`config.mk`:
```
export PLATFORM = sky130hd
export DESIGN_NAME = cond_flag_unit
export DESIGN_NICKNAME = d
export VERILOG_FILES = /design/src/rtl/cond_flag_unit_pkg.sv /design/src/rtl/cond_flag_unit_cond_eval.sv /design/src/rtl/cond_flag_unit.sv
export SDC_FILE = /design/constraint.sdc
export NUM_CORES = 1
export LEC_CHECK = 0
export CORE_ASPECT_RATIO = 0.7
export CORE_MARGIN = 2
export CORE_UTILIZATION = 38
export CTS_BUF_LIST = sky130_fd_sc_hd__clkbuf_16
export DETAILED_ROUTE_END_ITERATION = 16
export PLACE_DENSITY = 0.86
export SYNTH_ARGS = -nofsm -noshare
export SYNTH_HDL_FRONTEND = slang
export SYNTH_HIERARCHICAL = 1
export SYNTH_SLANG_ARGS = --single-unit
```
`constraint.sdc`:
```
create_clock -name clk -period 3.98 [get_ports clk]
set_clock_uncertainty 0.2 [all_clocks]
set_input_delay 0.796 -clock clk [delete_from_list [all_inputs] [get_ports clk]]
set_output_delay 0.796 -clock clk [all_outputs]
set_load 0.005 [all_outputs]
```
`src/rtl/cond_flag_unit_pkg.sv`:
```
// Shared types and constants for the condition-flag unit: FSM states,
// ARM condition codes, the V-updating arithmetic op set and NZCV bit positions.
package cond_flag_unit_pkg;

    typedef enum logic [1:0] {
        ST_IDLE = 2'd0,
        ST_EVAL = 2'd1,
        ST_HOLD = 2'd2
    } state_e;

    localparam logic [3:0] CC_EQ = 4'h0;
    localparam logic [3:0] CC_NE = 4'h1;
    localparam logic [3:0] CC_CS = 4'h2;
    localparam logic [3:0] CC_CC = 4'h3;
    localparam logic [3:0] CC_MI = 4'h4;
    localparam logic [3:0] CC_PL = 4'h5;
    localparam logic [3:0] CC_VS = 4'h6;
    localparam logic [3:0] CC_VC = 4'h7;
    localparam logic [3:0] CC_HI = 4'h8;
    localparam logic [3:0] CC_LS = 4'h9;
    localparam logic [3:0] CC_GE = 4'hA;
    localparam logic [3:0] CC_LT = 4'hB;
    localparam logic [3:0] CC_GT = 4'hC;
    localparam logic [3:0] CC_LE = 4'hD;
    localparam logic [3:0] CC_AL = 4'hE;
    localparam logic [3:0] CC_NV = 4'hF;

    localparam int FLAG_N = 3;
    localparam int FLAG_Z = 2;
    localparam int FLAG_C = 1;
    localparam int FLAG_V = 0;

    // One bit per data-processing op field: SUB,RSB,ADD,ADC,SBC,RSC,CMP,CMN.
    localparam logic [15:0] ARITH_OP_SET = 16'h0CFC;

    function automatic logic is_arith_op(input logic [3:0] op);
        return ARITH_OP_SET[op];
    endfunction

endpackage

```
`src/rtl/cond_flag_unit_cond_eval.sv`:
```
// Combinational ARM condition-code evaluator: pass is high when the
// condition field is satisfied by the supplied NZCV flags.
module cond_eval
    import cond_flag_unit_pkg::*;
(
    input  logic [3:0] cond,
    input  logic [3:0] nzcv,
    output logic       pass
);

    logic n, z, c, v;

    assign n = nzcv[FLAG_N];
    assign z = nzcv[FLAG_Z];
    assign c = nzcv[FLAG_C];
    assign v = nzcv[FLAG_V];

    always_comb begin
        pass = 1'b0;
        case (cond)
            CC_EQ: pass = z;
            CC_NE: pass = !z;
            CC_CS: pass = c;
            CC_CC: pass = !c;
            CC_MI: pass = n;
            CC_PL: pass = !n;
            CC_VS: pass = v;
            CC_VC: pass = !v;
            CC_HI: pass = c && !z;
            CC_LS: pass = !c || z;
            CC_GE: pass = (n == v);
            CC_LT: pass = (n != v);
            CC_GT: pass = !z && (n == v);
            CC_LE: pass = z || (n != v);
            CC_AL: pass = 1'b1;
            default: pass = 1'b0;
        endcase
    end

endmodule

```
`src/rtl/cond_flag_unit.sv`:
```
// Architectural NZCV register fed by ALU results, plus a small FSM that
// checks each issued instruction's condition field against those flags.
module cond_flag_unit
    import cond_flag_unit_pkg::*;
#(
    parameter logic [3:0] RESET_FLAGS = 4'b0000
) (
    input  logic        clk,
    input  logic        rst_n,
    input  logic        res_valid,
    output logic        res_ready,
    input  logic [31:0] res_ALUout,
    input  logic        res_Cout,
    input  logic        res_Vout,
    input  logic [31:0] res_OPCODE,
    input  logic        iss_valid,
    output logic        iss_ready,
    input  logic [31:0] iss_OPCODE,
    output logic        out_valid,
    input  logic        out_ready,
    output logic        out_exec,
    output logic [31:0] out_OPCODE,
    output logic [3:0]  NZCV
);

    state_e      state_q, state_d;
    logic [3:0]  nzcv_q, nzcv_d;
    logic [31:0] opc_q, opc_d;
    logic        exec_q, exec_d;
    logic        stall_q, stall_d;

    logic res_xfer;
    logic is_mul;
    logic is_s_dp;
    logic flag_write;
    logic hazard;
    logic accept_win;
    logic pass;
    logic unused_opc_bits;

    assign res_ready = 1'b1;
    assign res_xfer  = res_valid && res_ready;

    assign is_mul     = (res_OPCODE[7:4] == 4'b1001) && !res_OPCODE[25];
    assign is_s_dp    = (res_OPCODE[27:26] == 2'b00) && res_OPCODE[20];
    assign flag_write = res_xfer && is_s_dp;
    // A multiply-with-S also writes N/Z, so it must stall issue just like a flag-setting op.
    assign hazard     = flag_write;

    assign unused_opc_bits = ^{res_OPCODE[31:28], res_OPCODE[19:8], res_OPCODE[3:0]};

    always_comb begin
        nzcv_d = nzcv_q;
        if (flag_write) begin
            nzcv_d[FLAG_N] = res_ALUout[31];
            nzcv_d[FLAG_Z] = (res_ALUout == 32'd0);
            if (!is_mul) begin
                nzcv_d[FLAG_C] = res_Cout;
                if (is_arith_op(res_OPCODE[24:21])) begin
                    nzcv_d[FLAG_V] = res_Vout;
                end
            end
        end
    end

    cond_eval u_cond_eval (
        .cond (opc_q[31:28]),
        .nzcv (nzcv_q),
        .pass (pass)
    );

    always_comb begin
        state_d    = state_q;
        opc_d      = opc_q;
        exec_d     = exec_q;
        accept_win = 1'b0;
        out_valid  = 1'b0;
        out_exec   = exec_q;
        case (state_q)
            ST_IDLE: begin
                accept_win = 1'b1;
            end
            ST_EVAL: begin
                out_valid = 1'b1;
                out_exec  = pass;
                exec_d    = pass;
                state_d   = ST_HOLD;
            end
            ST_HOLD: begin
                out_valid = 1'b1;
                if (out_ready) begin
                    accept_win = 1'b1;
                    state_d    = ST_IDLE;
                end
            end
            default: state_d = ST_IDLE;
        endcase

        // The stall is limited to one cycle: stall_q lets the waiting instruction through.
        iss_ready = accept_win && !(hazard && !stall_q);
        stall_d   = accept_win && iss_valid && hazard && !stall_q;

        if (iss_valid && iss_ready) begin
            state_d = ST_EVAL;
            opc_d   = iss_OPCODE;
        end
    end

    always_ff @(posedge clk or negedge rst_n) begin
        if (!rst_n) begin
            state_q <= ST_IDLE;
            nzcv_q  <= RESET_FLAGS;
            opc_q   <= 32'd0;
            exec_q  <= 1'b0;
            stall_q <= 1'b0;
        end else begin
            state_q <= state_d;
            nzcv_q  <= nzcv_d;
            opc_q   <= opc_d;
            exec_q  <= exec_d;
            stall_q <= stall_d;
        end
    end

    assign out_OPCODE = opc_q;
    assign NZCV       = nzcv_q;

endmodule

```
==> run_results.csv <==
group,metric,value,unit
sta,fin_crit,3.40,ns
sta,holdWs,0.298,ns
floorplan,initial_utilization,0.391,
min_path,hold_path_depth,1,
detailed_routing,ant_nets,0,
place,portBuffers,120,
power,leakage,1.48,nW
synthesis,yosysWarningCount,6,
global_route,grt_max_degree,41,
cells_and_area,diodes,0,
place,place_inst,331,
outcome,outcome,"completed",
synthesis,synth_top_area_frac,0.492,
cts,cts_root_buf,"clkbuf_16",
min_path,hp-class,"reg -> reg",
worst_setup_path,rrSetupSlack,1.84,ns
synthesis,synthArstFlopShare,1.00,
global_route,antenna_found_initial,0,
cts,clkTransAtPathRegs,0.06,ns
cells_and_area,fin_cells,339,
flow_run,cap_violations,0,
cts,htreeDepth,2,
power,ir_worst_vdd,403,uV
cts,post_cts_buffers,0,
sta,worst_pin_slew,0.887,ns
worst_setup_path,crit_fanout,10,
worst_setup_path,r2r_cells,5,
sta,slew_headroom,0.409,
detailed_routing,dr_wl_met2,2.51,mm
cts,cts_resized,0,
global_route,grt_overflow,0,
global_route,grt.total_usage,0.175,
synthesis,syn_avg_cell_area,14.0,um^2
detailed_routing,vias,1603,
place,dp_hpwl,3.83,mm
place,dp_worst_setup_slack,0.706,ns
detailed_routing,drt_pass1_iterations,4,
synthesis,synth_area_leaders,"dfrtp_1 (49%), mux2_4 (23%), mux2_2 (3.3%)",
detailed_routing,vias_per_cell,4.73,
detailed_routing,drt-wirelength-per-cell,14.6,um
worst_setup_path,cp_data_required_time,2.98,ns
global_route,grt_pass1_wl,8.14,mm
worst_setup_path,critical_path_class,"reg -> out",
power,power_density,676,mW/mm^2
sta,period_share,0.854,
cts,ctsHoldBuffers,0,
floorplan,ios,143,
cts,numCtsBuffers,5,
cts,insertion_delay,0.27,ns
sta,grt_setup_unrepaired,"no",
synthesis,ys_seq_area_frac,0.492,
floorplan,coreArea,0.00520,mm^2
worst_setup_path,cp-start-kind,"register",
cts,cts_buffer_depth,2,
detailed_routing,drt_wl_total,4.96,mm
detailed_routing,highest_layer,"met4",
sta,hold_viol,0,
floorplan,fp.dieH,65.2,um
place,gp_congestion,0.796,
floorplan,row_count,22,
cells_and_area,drive_above_1_share,0.199,
sta,slew_violations,0,
synthesis,synth_common_cells,"dfrtp_1 (40), mux2_4 (31), nor4_1 (8), nand2_1 (7), mux2_2 (6)",
floorplan,die_area,0.00597,mm^2
sta,max_freq,294,MHz
cells_and_area,fin_nets,372,
detailed_routing,first_iter_violations,91,
detailed_routing,wl_met1,2.17,mm
synthesis,synth_edf_count,0,
worst_setup_path,crit_path_end_kind,"primary output",
detailed_routing,dr_wl_met3,263,um
synthesis,synth_seq_cells,40,
floorplan,fp.dieW,91.5,um
cts,clock-sinks,40,
global_route,grt_pass1_vias,1645,
worst_setup_path,cp_data_arrival_time,2.40,ns
sta,report.final.setup_viol,0,
synthesis,synth_cells,145,
sta,tns,0,ns
sta,setup_slack,0.583,ns
synthesis,synth-main-ff-cell,"dfrtp_1",
synthesis,synth_top_cell_by_area,"dfrtp_1",
detailed_routing,drc,0,
synthesis,synth.most_common_cell,"dfrtp_1",
synthesis,synth_area,0.00204,mm^2
synthesis,synth_cell_types,39,
cts,tritoncts,"done",
synthesis,synth_fp_nets,251,
cells_and_area,area_growth,68.2,%
## where the power goes
group	internal, mW	switching, mW
clock	0.292	0.154
sequential	0.598	0.161
combinational	0.791	0.321
## worst max-delay path, stage by stage (launching register included)
cell and delay (ns):
dfrtp_1 0.53, mux2_4 0.33, a21oi_1 0.13, o211ai_1 0.10, a211o_1 0.30, mux2_2 0.27
clkdlybuf4s50_1 0.46
## routing by layer
layer,vias to the layer above,track usage
met2,42,0.285
met4,0,0.0341
met3,2,0.0516
met5,-,0
li1,771,-
met1,788,0.234
## path summary, 6_finish.rpt
kind                                      from              to
worst max-delay path            out_OPCODE[30]        out_exec
worst min-delay path                    exec_q          exec_q
worst max register to register      state_q[0]   out_OPCODE[6]
worst min register to register          exec_q          exec_q
max in group asynchronous                rst_n  out_OPCODE[15]
min in group asynchronous                rst_n   out_OPCODE[9]
## flip-flops by register name, indices dropped and copies added, names as in the netlist
register	count
out_OPCODE	32
NZCV	4
state_q	2
exec_q	1
stall_q	1
## metrics by stage
step                      cell area (um^2)  total power [mW]   util
after floorplan                       2040              1.33      -
after global placement                3260              1.85  0.627
after detailed placement              3260              1.88  0.627
after CTS                             3420              2.34  0.658
after global routing                  3420              2.47  0.658
final                                 3420              2.32  0.658
## placed cells by master (no fill, tap or decap), drive strengths merged, types with 3 or more instances in the layout
cell	n
dfrtp	40
inv	4
ha	3
nor2	4
a21oi	4
mux2	37
nand2b	3
clkdlybuf4s50	119
nor4	8
nand2	7
clkbuf	5
## final cells by class
cell class | instances | area, um^2
clock buffer | 5 | 125
clock inverter | 3 | 38.8
fill | 403 | 1780
inverter | 3 | 11.3
multi-input combinational | 96 | 962
sequential | 40 | 1000
tap | 72 | 90.1
timing repair buffer | 120 | 1200
## kinds of logic (layout without fill, tap and decap cells)
kind of cell,Yosys count,after routing,synth area share
compound gates,18,18,0.0633
xor+xnor,2,2,0.0123
fa+ha+maj,3,3,0.0184
buf+inv,9,131,0.0356
flops,40,40,0.492
mux,37,37,0.262
other cells,1,1,0.00184
simple gates,35,35,0.115
Power figures use the tool's default switching activity.
